--- config.mk ---
export PLATFORM = sky130hd
export DESIGN_NAME = awg_wave_loader
export DESIGN_NICKNAME = d
export VERILOG_FILES = /design/src/rtl/awg_wave_loader.sv
export SDC_FILE = /design/constraint.sdc
export NUM_CORES = 1
export LEC_CHECK = 0
export BUFFER_PORTS_ARGS = -buffer_cell sky130_fd_sc_hd__buf_4
export CAP_MARGIN = 15
export CORE_ASPECT_RATIO = 1.25
export CORE_MARGIN = 2
export CORE_UTILIZATION = 54
export CTS_CLUSTER_SIZE = 40
export DETAILED_ROUTE_END_ITERATION = 16
export GPL_TIMING_DRIVEN = 1
export HOLD_SLACK_MARGIN = 0.08
export PLACE_DENSITY = 0.85
export SYNTH_ARGS = -nofsm -noshare
export SYNTH_HDL_FRONTEND = slang
export SYNTH_SLANG_ARGS = --single-unit
--- constraint.sdc ---
create_clock -name s00_axis_aclk -period 4.2 [get_ports s00_axis_aclk]
set_input_delay 0.21 -clock s00_axis_aclk [delete_from_list [all_inputs] [get_ports s00_axis_aclk]]
set_output_delay 0.21 -clock s00_axis_aclk [all_outputs]
set_load 0.05 [all_outputs]
--- src/rtl/awg_wave_loader.sv ---
// Write-side sequencer for the AWG dual-URAM waveform store: turns an AXI-stream
// of 16-bit samples into row/col/we writes, 8 lanes per URAM half per row.
module awg_wave_loader #(
  parameter int unsigned RAM_DEPTH       = 16,
  parameter int unsigned GPIO_DATA_WIDTH = 16
) (
  input  logic                       s00_axis_aclk,
  input  logic                       s00_axis_areset,
  input  logic                       start,
  input  logic [31:0]                num_points,
  input  logic [GPIO_DATA_WIDTH-1:0] s00_axis_tdata,
  input  logic                       s00_axis_tvalid,
  input  logic                       s00_axis_tlast,
  output logic                       s00_axis_tready,
  output logic [1:0]                 we,
  output logic [RAM_DEPTH-1:0]       row,
  output logic [2:0]                 col,
  output logic [GPIO_DATA_WIDTH-1:0] gpio_data_out,
  output logic [31:0]                MAX_POINTS,
  output logic                       busy,
  output logic                       done,
  output logic                       err,
  output logic [1:0]                 err_code
);

  localparam int unsigned KW       = RAM_DEPTH + 5;
  localparam logic [32:0] MAX_ROWS = 33'd1 << RAM_DEPTH;

  localparam logic [1:0] WE_PLAY  = 2'd0;
  localparam logic [1:0] WE_URAM0 = 2'd1;
  localparam logic [1:0] WE_URAM1 = 2'd2;
  localparam logic [1:0] WE_HOLD  = 2'd3;

  localparam logic [1:0] ERR_LEN   = 2'd1;
  localparam logic [1:0] ERR_EARLY = 2'd2;
  localparam logic [1:0] ERR_NOEND = 2'd3;

  typedef enum logic [1:0] {
    IDLE  = 2'd0,
    LOAD  = 2'd1,
    FLUSH = 2'd2
  } state_t;

  state_t          state;
  logic [KW-1:0]   k;
  logic [KW-1:0]   last_k;
  logic [31:0]     np_m1;
  logic            abort;
  logic            len_ok;
  logic            beat;

  // Legal lengths are 1 .. 2^RAM_DEPTH rows.
  assign len_ok = (num_points != 32'd0) && ({1'b0, num_points} <= MAX_ROWS);
  assign beat   = (state == LOAD) && s00_axis_tvalid && s00_axis_tready;

  always_ff @(posedge s00_axis_aclk or posedge s00_axis_areset) begin
    if (s00_axis_areset) begin
      state           <= IDLE;
      k               <= '0;
      last_k          <= '0;
      np_m1           <= '0;
      abort           <= 1'b0;
      s00_axis_tready <= 1'b0;
      we              <= WE_PLAY;
      row             <= '0;
      col             <= '0;
      gpio_data_out   <= '0;
      MAX_POINTS      <= '0;
      busy            <= 1'b0;
      done            <= 1'b0;
      err             <= 1'b0;
      err_code        <= '0;
    end else begin
      done <= 1'b0;
      case (state)
        IDLE: begin
          if (start) begin
            if (len_ok) begin
              np_m1           <= num_points - 32'd1;
              // 16*num_points-1 == {num_points-1, 4'hF}
              last_k          <= KW'({num_points - 32'd1, 4'hF});
              k               <= '0;
              abort           <= 1'b0;
              err             <= 1'b0;
              err_code        <= '0;
              s00_axis_tready <= 1'b1;
              busy            <= 1'b1;
              we              <= WE_HOLD;
              state           <= LOAD;
            end else begin
              err      <= 1'b1;
              err_code <= ERR_LEN;
            end
          end
        end

        LOAD: begin
          if (beat) begin
            we            <= k[3] ? WE_URAM1 : WE_URAM0;
            row           <= k[RAM_DEPTH+3:4];
            col           <= k[2:0];
            gpio_data_out <= s00_axis_tdata;
            k             <= k + KW'(1);
            if (k == last_k) begin
              s00_axis_tready <= 1'b0;
              state           <= FLUSH;
              if (!s00_axis_tlast) begin
                err      <= 1'b1;
                err_code <= ERR_NOEND;
              end
            end else if (s00_axis_tlast) begin
              // Early tlast: keep the beat, then abandon the load.
              s00_axis_tready <= 1'b0;
              abort           <= 1'b1;
              err             <= 1'b1;
              err_code        <= ERR_EARLY;
              state           <= FLUSH;
            end
          end else begin
            we <= WE_HOLD;
          end
        end

        FLUSH: begin
          we    <= WE_PLAY;
          busy  <= 1'b0;
          state <= IDLE;
          if (!abort) begin
            MAX_POINTS <= np_m1;
            done       <= 1'b1;
          end
        end

        default: begin
          s00_axis_tready <= 1'b0;
          busy            <= 1'b0;
          we              <= WE_PLAY;
          state           <= IDLE;
        end
      endcase
    end
  end

endmodule

==> out/results.ini, run 1 <==
[final_layout]
drive_gt1_share_pct = 31.93
postLayoutCoreUtil_pct = 72.80
n_antenna_cell = 0
area_growth_pct = 30.48
design_area_um2 = 7766
fill_cells = 734
layout.nets = 755
multi_input_area_um2 = 2435
seq_area_um2 = 3303
final_cells = 843

[critical_path]
cp-end-kind = flip-flop
reg2regPathDepth = 6
regToRegSetupSlack_ns = 1.55
worst-path-max-fanout = 30
crit_arrival_ns = 2.94
rr_endpoint = k[8]
worstReg2RegStart = state[0]
startpoint_type = flip-flop
crit_type = flip-flop to flip-flop
crit_required_ns = 4.49

[logic_synthesis]
synth_edf_count = 0
syn_avg_cell_area_um2 = 10.80
synth_top_area_cell = dfrtp_1
ys_warn_count = 0
synth_cell_type_count = 48
synth_area_leaders = dfrtp_1 55%, nand2_1 7.6%, mux2_2 7.4%
synth_seq_area_share_pct = 55.50
ys_ff_latch = 132
synth_top_cell_area_share_pct = 55.50
yosys_most_used_dff = dfrtp_1
syn_area_um2 = 5952
synth_cells = 551
netlist_top_cells_count = 132 x dfrtp_1, 120 x nand2_1, 39 x mux2_2, 35 x xor2_1, 32 x nor2_1
syn-num-nets = 607
post-synth-top-count-cell = dfrtp_1
synthArstFlopShare_pct = 100.0

[clocking]
cts_max_level = 4
clock_latency_ns = 0.41
cts_buffer_depth = 2
root_buffer = clkbuf_16
cts_buffers = 17
cts_tree = built
cts.sinks = 132
postCtsSetupBuffers = 0
clkTransAtPathRegs_ns = 0.06

[run]
drv_cap = 0

[timing]
tns_ns = 0
slew_viol_final = 0
min_period_ns = 2.651
rsz0062_at_grt = no
clock.fmax_ghz = 0.3772
relSlewSlack_pct = 34.55
period_share_pct = 63.12
hold_violations = 0
fin_skew_ns = 0.007284
hold_ws_ns = 0.1778
worst_pin_slew_ns = 0.9786
final-setup-viol-count = 0

[routing]
antenna_left = 0
vias = 4586
drt_wl_total_um = 14020
wl_per_cell_um = 16.63
drt_iter0_markers = 294
vias_per_cell = 5.440
first_pass_iters = 5
drcViolationCount = 0

[worst_hold_path]
hold_depth = 3
hp-start = num_points[10]
hold_path.class = primary input to flip-flop
hold_end = last_k[14]

[placement]
dpl_cell_area_um2 = 6998
dp_cells = 794
globalplace.congestion = 0.8910
port_buffers = 127
hpwl_um = 9485

[status]
status = finished, final reports clean

[global_routing]
grt_max_degree = 65
antenna_found_initial = 0
grt.total_usage_pct = 24.65
use_met1_pct = 29.90
top_usage_layer = met2
gr-usage-met3_pct = 6.509
grt_use_met2_pct = 41.91
grt_pass1_wl_um = 23010
grt_pass1_vias = 4728
gr-total-overflow = 0

[power_and_ir_drop]
ir_worst_vdd_mv = 0.2919
p_leak_nw = 4.090
p_per_area_nw_per_um2 = 365.1

[floorplan]
dieWidth_um = 97.90
fp.dieH_um = 121.4
ios = 128
placeableCoreArea_um2 = 10670
rows = 42
initial_core_util_pct = 55.79
dieArea_um2 = 11880

cell type report:
type                       count  area share (%)
sequential                   132           42.53
clock buffer                  23           6.283
clock inverter                 8           1.289
inverter                      23           1.144
timing repair buffer         152           15.27
multi-input combinational    373           31.35
tap                          132           2.127
layer usage:
metal  share of wire [%]  vias to the layer above
met2                  52                      172
met4                 2.8                        0
li1                    -                     2159
met1                  41                     2227
met5                   0                        -
met3                 5.0                       28
stage by stage:
stage,setup WS (ns),power [mW]
after floorplan,0.4640,1.333
after global placement,1.293,1.388
after detailed placement,1.231,1.391
after CTS,1.518,2.854
after global routing,1.310,2.931
final,1.549,2.835
registers in the layout, summed over array words and instances, names as in the netlist:
| signal | count |
|---|---|
| MAX_POINTS | 32 |
| k | 21 |
| last_k | 17 |
| gpio_data_out | 16 |
| np_m1 | 16 |
| row | 16 |
| col | 3 |
| err_code | 2 |
| state | 2 |
| we | 2 |
| abort | 1 |
| busy | 1 |
| done | 1 |
| err | 1 |
| s00_axis_tready | 1 |
cell usage in the layout (no fill, tap or decap), types with 3 or more instances in the layout:
cell type / n
nor3_1: 8
xor2_1: 35
ha_1: 3
o21a_1: 3
and4_1: 3
o31ai_1: 4
buf_4: 134
a31oi_1: 3
nor2_1: 32
mux2_2: 39
nand2_1: 120
nand4_1: 10
clkbuf_16: 17
o21ai_0: 13
inv_1: 22
clkinvlp_4: 4
or3_1: 7
or2_2: 4
nand2b_1: 3
nor4_1: 9
dlygate4sd3_1: 18
and2_1: 3
a21oi_1: 12
dfrtp_1: 132
nand3_1: 13
clkbuf_8: 4
xnor2_1: 13
mux2_4: 9
cells by family (layout without fill, tap and decap cells):
family,after synthesis,in the layout,share of synthesized area [%]
compound gates,47,47,5.508
xor+xnor,48,48,7.063
fa+ha+maj,3,3,0.6307
buf+inv,46,206,3.721
flops,132,132,55.50
mux,48,48,9.649
simple gates,227,227,17.93
repair_timing:
item / 4_1_cts / 5_1_grt
setup endpoints to repair: 0 / 0
gates resized for setup: 0 / 0
hold endpoints to repair: 79 / 0
hold buffers: 18 / 0
critical path, stage by stage (launching register included):
cell and delay [ns]:
dfrtp_1 0.52, nand4b_1 0.53, buf_4 0.44, nor3_1 0.62, nand3_1 0.19, xor2_1 0.17, nor2_1 0.05
worst max path at each step:
stage | from | end | slack, ns | depth (start not counted)
6_report | state[0] | k[8] | 1.55 | 6
5_1_grt | state[0] | k[8] | 1.31 | 6
4_1_cts | state[0] | k[8] | 1.52 | 6
3_5_place_dp | num_points[9] | k[0] | 1.23 | 7
3_3_place_gp | num_points[9] | k[1] | 1.29 | 7
2_1_floorplan | s00_axis_areset | MAX_POINTS[0] | 0.46 | 1
power breakdown:
group          total [mW]  internal [mW]  switching (mW)  leakage (nW)
sequential           1.27           1.27               0          1.74
clock                1.45          0.930           0.523         0.277
combinational       0.109         0.0543          0.0550          2.08
(Power assumes the default switching activity.)
==> inputs of run 2 (changes only) <==
--- a/config.mk
+++ b/config.mk
@@ -9,12 +9,12 @@
 export CAP_MARGIN = 15
 export CORE_ASPECT_RATIO = 1.25
 export CORE_MARGIN = 2
-export CORE_UTILIZATION = 54
+export CORE_UTILIZATION = 49
 export CTS_CLUSTER_SIZE = 40
 export DETAILED_ROUTE_END_ITERATION = 16
 export GPL_TIMING_DRIVEN = 1
 export HOLD_SLACK_MARGIN = 0.08
-export PLACE_DENSITY = 0.85
+export PLACE_DENSITY = 0.82
 export SYNTH_ARGS = -nofsm -noshare
 export SYNTH_HDL_FRONTEND = slang
 export SYNTH_SLANG_ARGS = --single-unit
==> constraint.sdc (replaced) <==
create_clock -name s00_axis_aclk -period 2.3 [get_ports s00_axis_aclk]
set_input_delay 0.115 -clock s00_axis_aclk [delete_from_list [all_inputs] [get_ports s00_axis_aclk]]
set_output_delay 0.115 -clock s00_axis_aclk [all_outputs]
set_load 0.05 [all_outputs]
==> run 2 against run 1 <==
- design area grew 3.6%
- critical path depth is 1 lower
- setup slack got worse by 1.4 ns
- flip-flop and latch count stayed put
- sequential power up 83%
- via count rose by 1.5%
- combinational power is 99% higher
- routed wire length is 2.0% higher
- critical endpoint is now err
==> out/results.ini, run 2 (synthesis results as in run 1) <==
[status]
status = finished, final reports clean

[critical_path]
reg2regPathDepth = 5  ; -1
crit_chain = or4_1 > o22ai_1 > nand4_1 > or3_1 > a31oi_1
startpoint_type = flip-flop
regToRegSetupSlack_ns = 0.18  ; -1.37 ns
slowest_delay_ns = 0.54  ; -0.08 ns
crit_arrival_ns = 2.45  ; -0.49 ns
crit_required_ns = 2.63  ; -1.86 ns
crit_type = flip-flop to flip-flop
crit_family = simple AND/OR/NAND/NOR gates
cp-end-kind = flip-flop
worst-path-max-fanout = 6  ; -80%
rr_endpoint = err
worstReg2RegStart = k[0]
cp_num_buf_inv = 0  ; -1
slowest_stage = or4_1

[timing]
worst_pin_slew_ns = 0.5611  ; -0.4175 ns
relSlewSlack_pct = 62.59  ; +28 points
final-setup-viol-count = 0  ; unchanged
fin_skew_ns = 0.005240  ; -0.002044 ns
rsz0062_at_grt = no
clock.fmax_ghz = 0.4711  ; +25%
slew_viol_final = 0  ; unchanged
min_period_ns = 2.123  ; -0.5283 ns
fin_ws_ns = 0.1771  ; -1.372 ns
hold_violations = 0  ; unchanged
period_share_pct = 92.30  ; +29 points

[global_routing]
grt_pass1_wl_um = 23210  ; +0.87%
grt_max_degree = 107  ; +65%
gr-total-overflow = 0  ; unchanged
grt_pass1_vias = 4844  ; +2.5%
antenna_found_initial = 0  ; unchanged
grt.total_usage_pct = 22.92  ; -1.7 points

[routing]
wl_per_cell_um = 15.96  ; -4.0%
drcViolationCount = 0  ; unchanged
drt_iter0_markers = 280  ; -4.8%
vias_per_cell = 5.196  ; -4.5%
vias = 4656  ; +1.5%
wl_met1_um = 5816  ; +2.3%
top_layer = met4
routed-wl-met3_um = 749  ; +5.9%
antenna_left = 0  ; unchanged
first_pass_iters = 5  ; unchanged
met2WireLength_um = 7458  ; +3.0%
drt_wl_total_um = 14300  ; +2.0%

[placement]
globalplace.congestion = 0.8734  ; -2.0%
hpwl_um = 9872  ; +4.1%
port_buffers = 127  ; unchanged
dpl_cell_area_um2 = 7224  ; +3.2%
dpl_worst_slack_ns = -0.1514  ; -1.382 ns

[clocking]
cts.sinks = 132  ; unchanged
cts_resized = 0  ; unchanged
root_buffer = clkbuf_16
cts_tree = built
cts_max_level = 4  ; unchanged
clkTransAtPathRegs_ns = 0.06  ; about the same
ctsHoldBuffers = 20  ; +2
cts_buffer_depth = 2  ; unchanged
clock_latency_ns = 0.42  ; about the same
postCtsSetupBuffers = 0  ; unchanged
cts_buffers = 17  ; unchanged

[power_and_ir_drop]
fin_total_pwr_mw = 5.389  ; +90%
ir_worst_vdd_mv = 0.5030  ; +72%
p_per_area_nw_per_um2 = 669.5  ; +83%
p_leak_nw = 4.218  ; +3.1%

[worst_hold_path]
hold_end = last_k[10]
hold_depth = 3  ; unchanged
hp-start = num_points[6]
hold_path.class = primary input to flip-flop

[floorplan]
dieWidth_um = 102.6  ; +4.8%
fp.dieH_um = 127.2  ; +4.8%
placeableCoreArea_um2 = 11990  ; +12%
dieArea_um2 = 13050  ; +9.8%
ios = 128  ; unchanged
rows = 45  ; +7.1%
initial_core_util_pct = 49.63  ; -6.2 points

[final_layout]
design_area_um2 = 8049  ; +3.6%
n_antenna_cell = 0  ; unchanged
drive_gt1_share_pct = 33.74  ; +1.8 points
reg_top3 = MAX_POINTS x32, k x21, last_k x17
largest-register = MAX_POINTS
layout.cells.most_common = buf_4
final_cell_mix = 148 x buf_4, 132 x dfrtp_1, 120 x nand2_1, 39 x mux2_2, 35 x xor2_1
largest_reg_flops = 32  ; unchanged
layout.nets = 775  ; +2.6%
area_growth_pct = 35.23
fill_cells = 865  ; +18%

[run]
drv_cap = 0  ; unchanged

[run 2: per-stage QoR]
stage / setup TNS, ns / hold WS (ns) / utilization (%) / cells
2_1_floorplan: 0 / 0.2204 / - / 551
3_3_place_gp: -0.2215 / 0.2525 / 60.24 / 844
3_5_place_dp: -0.4223 / 0.2590 / 60.24 / 844
4_1_cts: 0 / 0.08818 / 67.12 / 896
5_1_grt: 0 / 0.08648 / 67.12 / 896
6_report: 0 / 0.1012 / 67.12 / 896
[run 2: worst max-delay path by stage]
stage	endpoint	depth (start not counted)	start
floorplan	last_k[10]	7	num_points[9]
global placement	np_m1[19]	6	num_points[5]
detailed placement	np_m1[19]	6	num_points[5]
CTS	err	5	k[0]
global route	err	5	k[0]
finish	err	5	k[0]
[run 2: where the power goes]
group	internal (mW)	switching (mW)	leakage [nW]
combinational	0.111	0.106	2.18
clock	1.84	1.01	0.303
sequential	2.32	0	1.74
total	4.27	1.12	4.22
[run 2: layer usage]
| layer | vias to the layer above | track usage [%] |
|---|---|---|
| li1 | 2195 | - |
| met1 | 2273 | 28.06 |
| met3 | 21 | 5.033 |
| met2 | 167 | 38.99 |
| met4 | 0 | 9.176 |
| met5 | - | 0 |
[run 2: worst register-to-register path, cell delays in order (launching register included)]
cell and delay (ns):
dfrtp_1 0.44, or4_1 0.54, o22ai_1 0.14, nand4_1 0.24, or3_1 0.47, a31oi_1 0.22
[run 2: area by class of cell]
type	instances	area [um2]	area share (%)
tap	164	205.2	2.549
timing repair buffer	172	1391	17.29
clock inverter	13	181.4	2.254
clock buffer	19	442.9	5.503
multi-input combinational	373	2435	30.25
sequential	132	3303	41.04
inverter	23	90.09	1.119
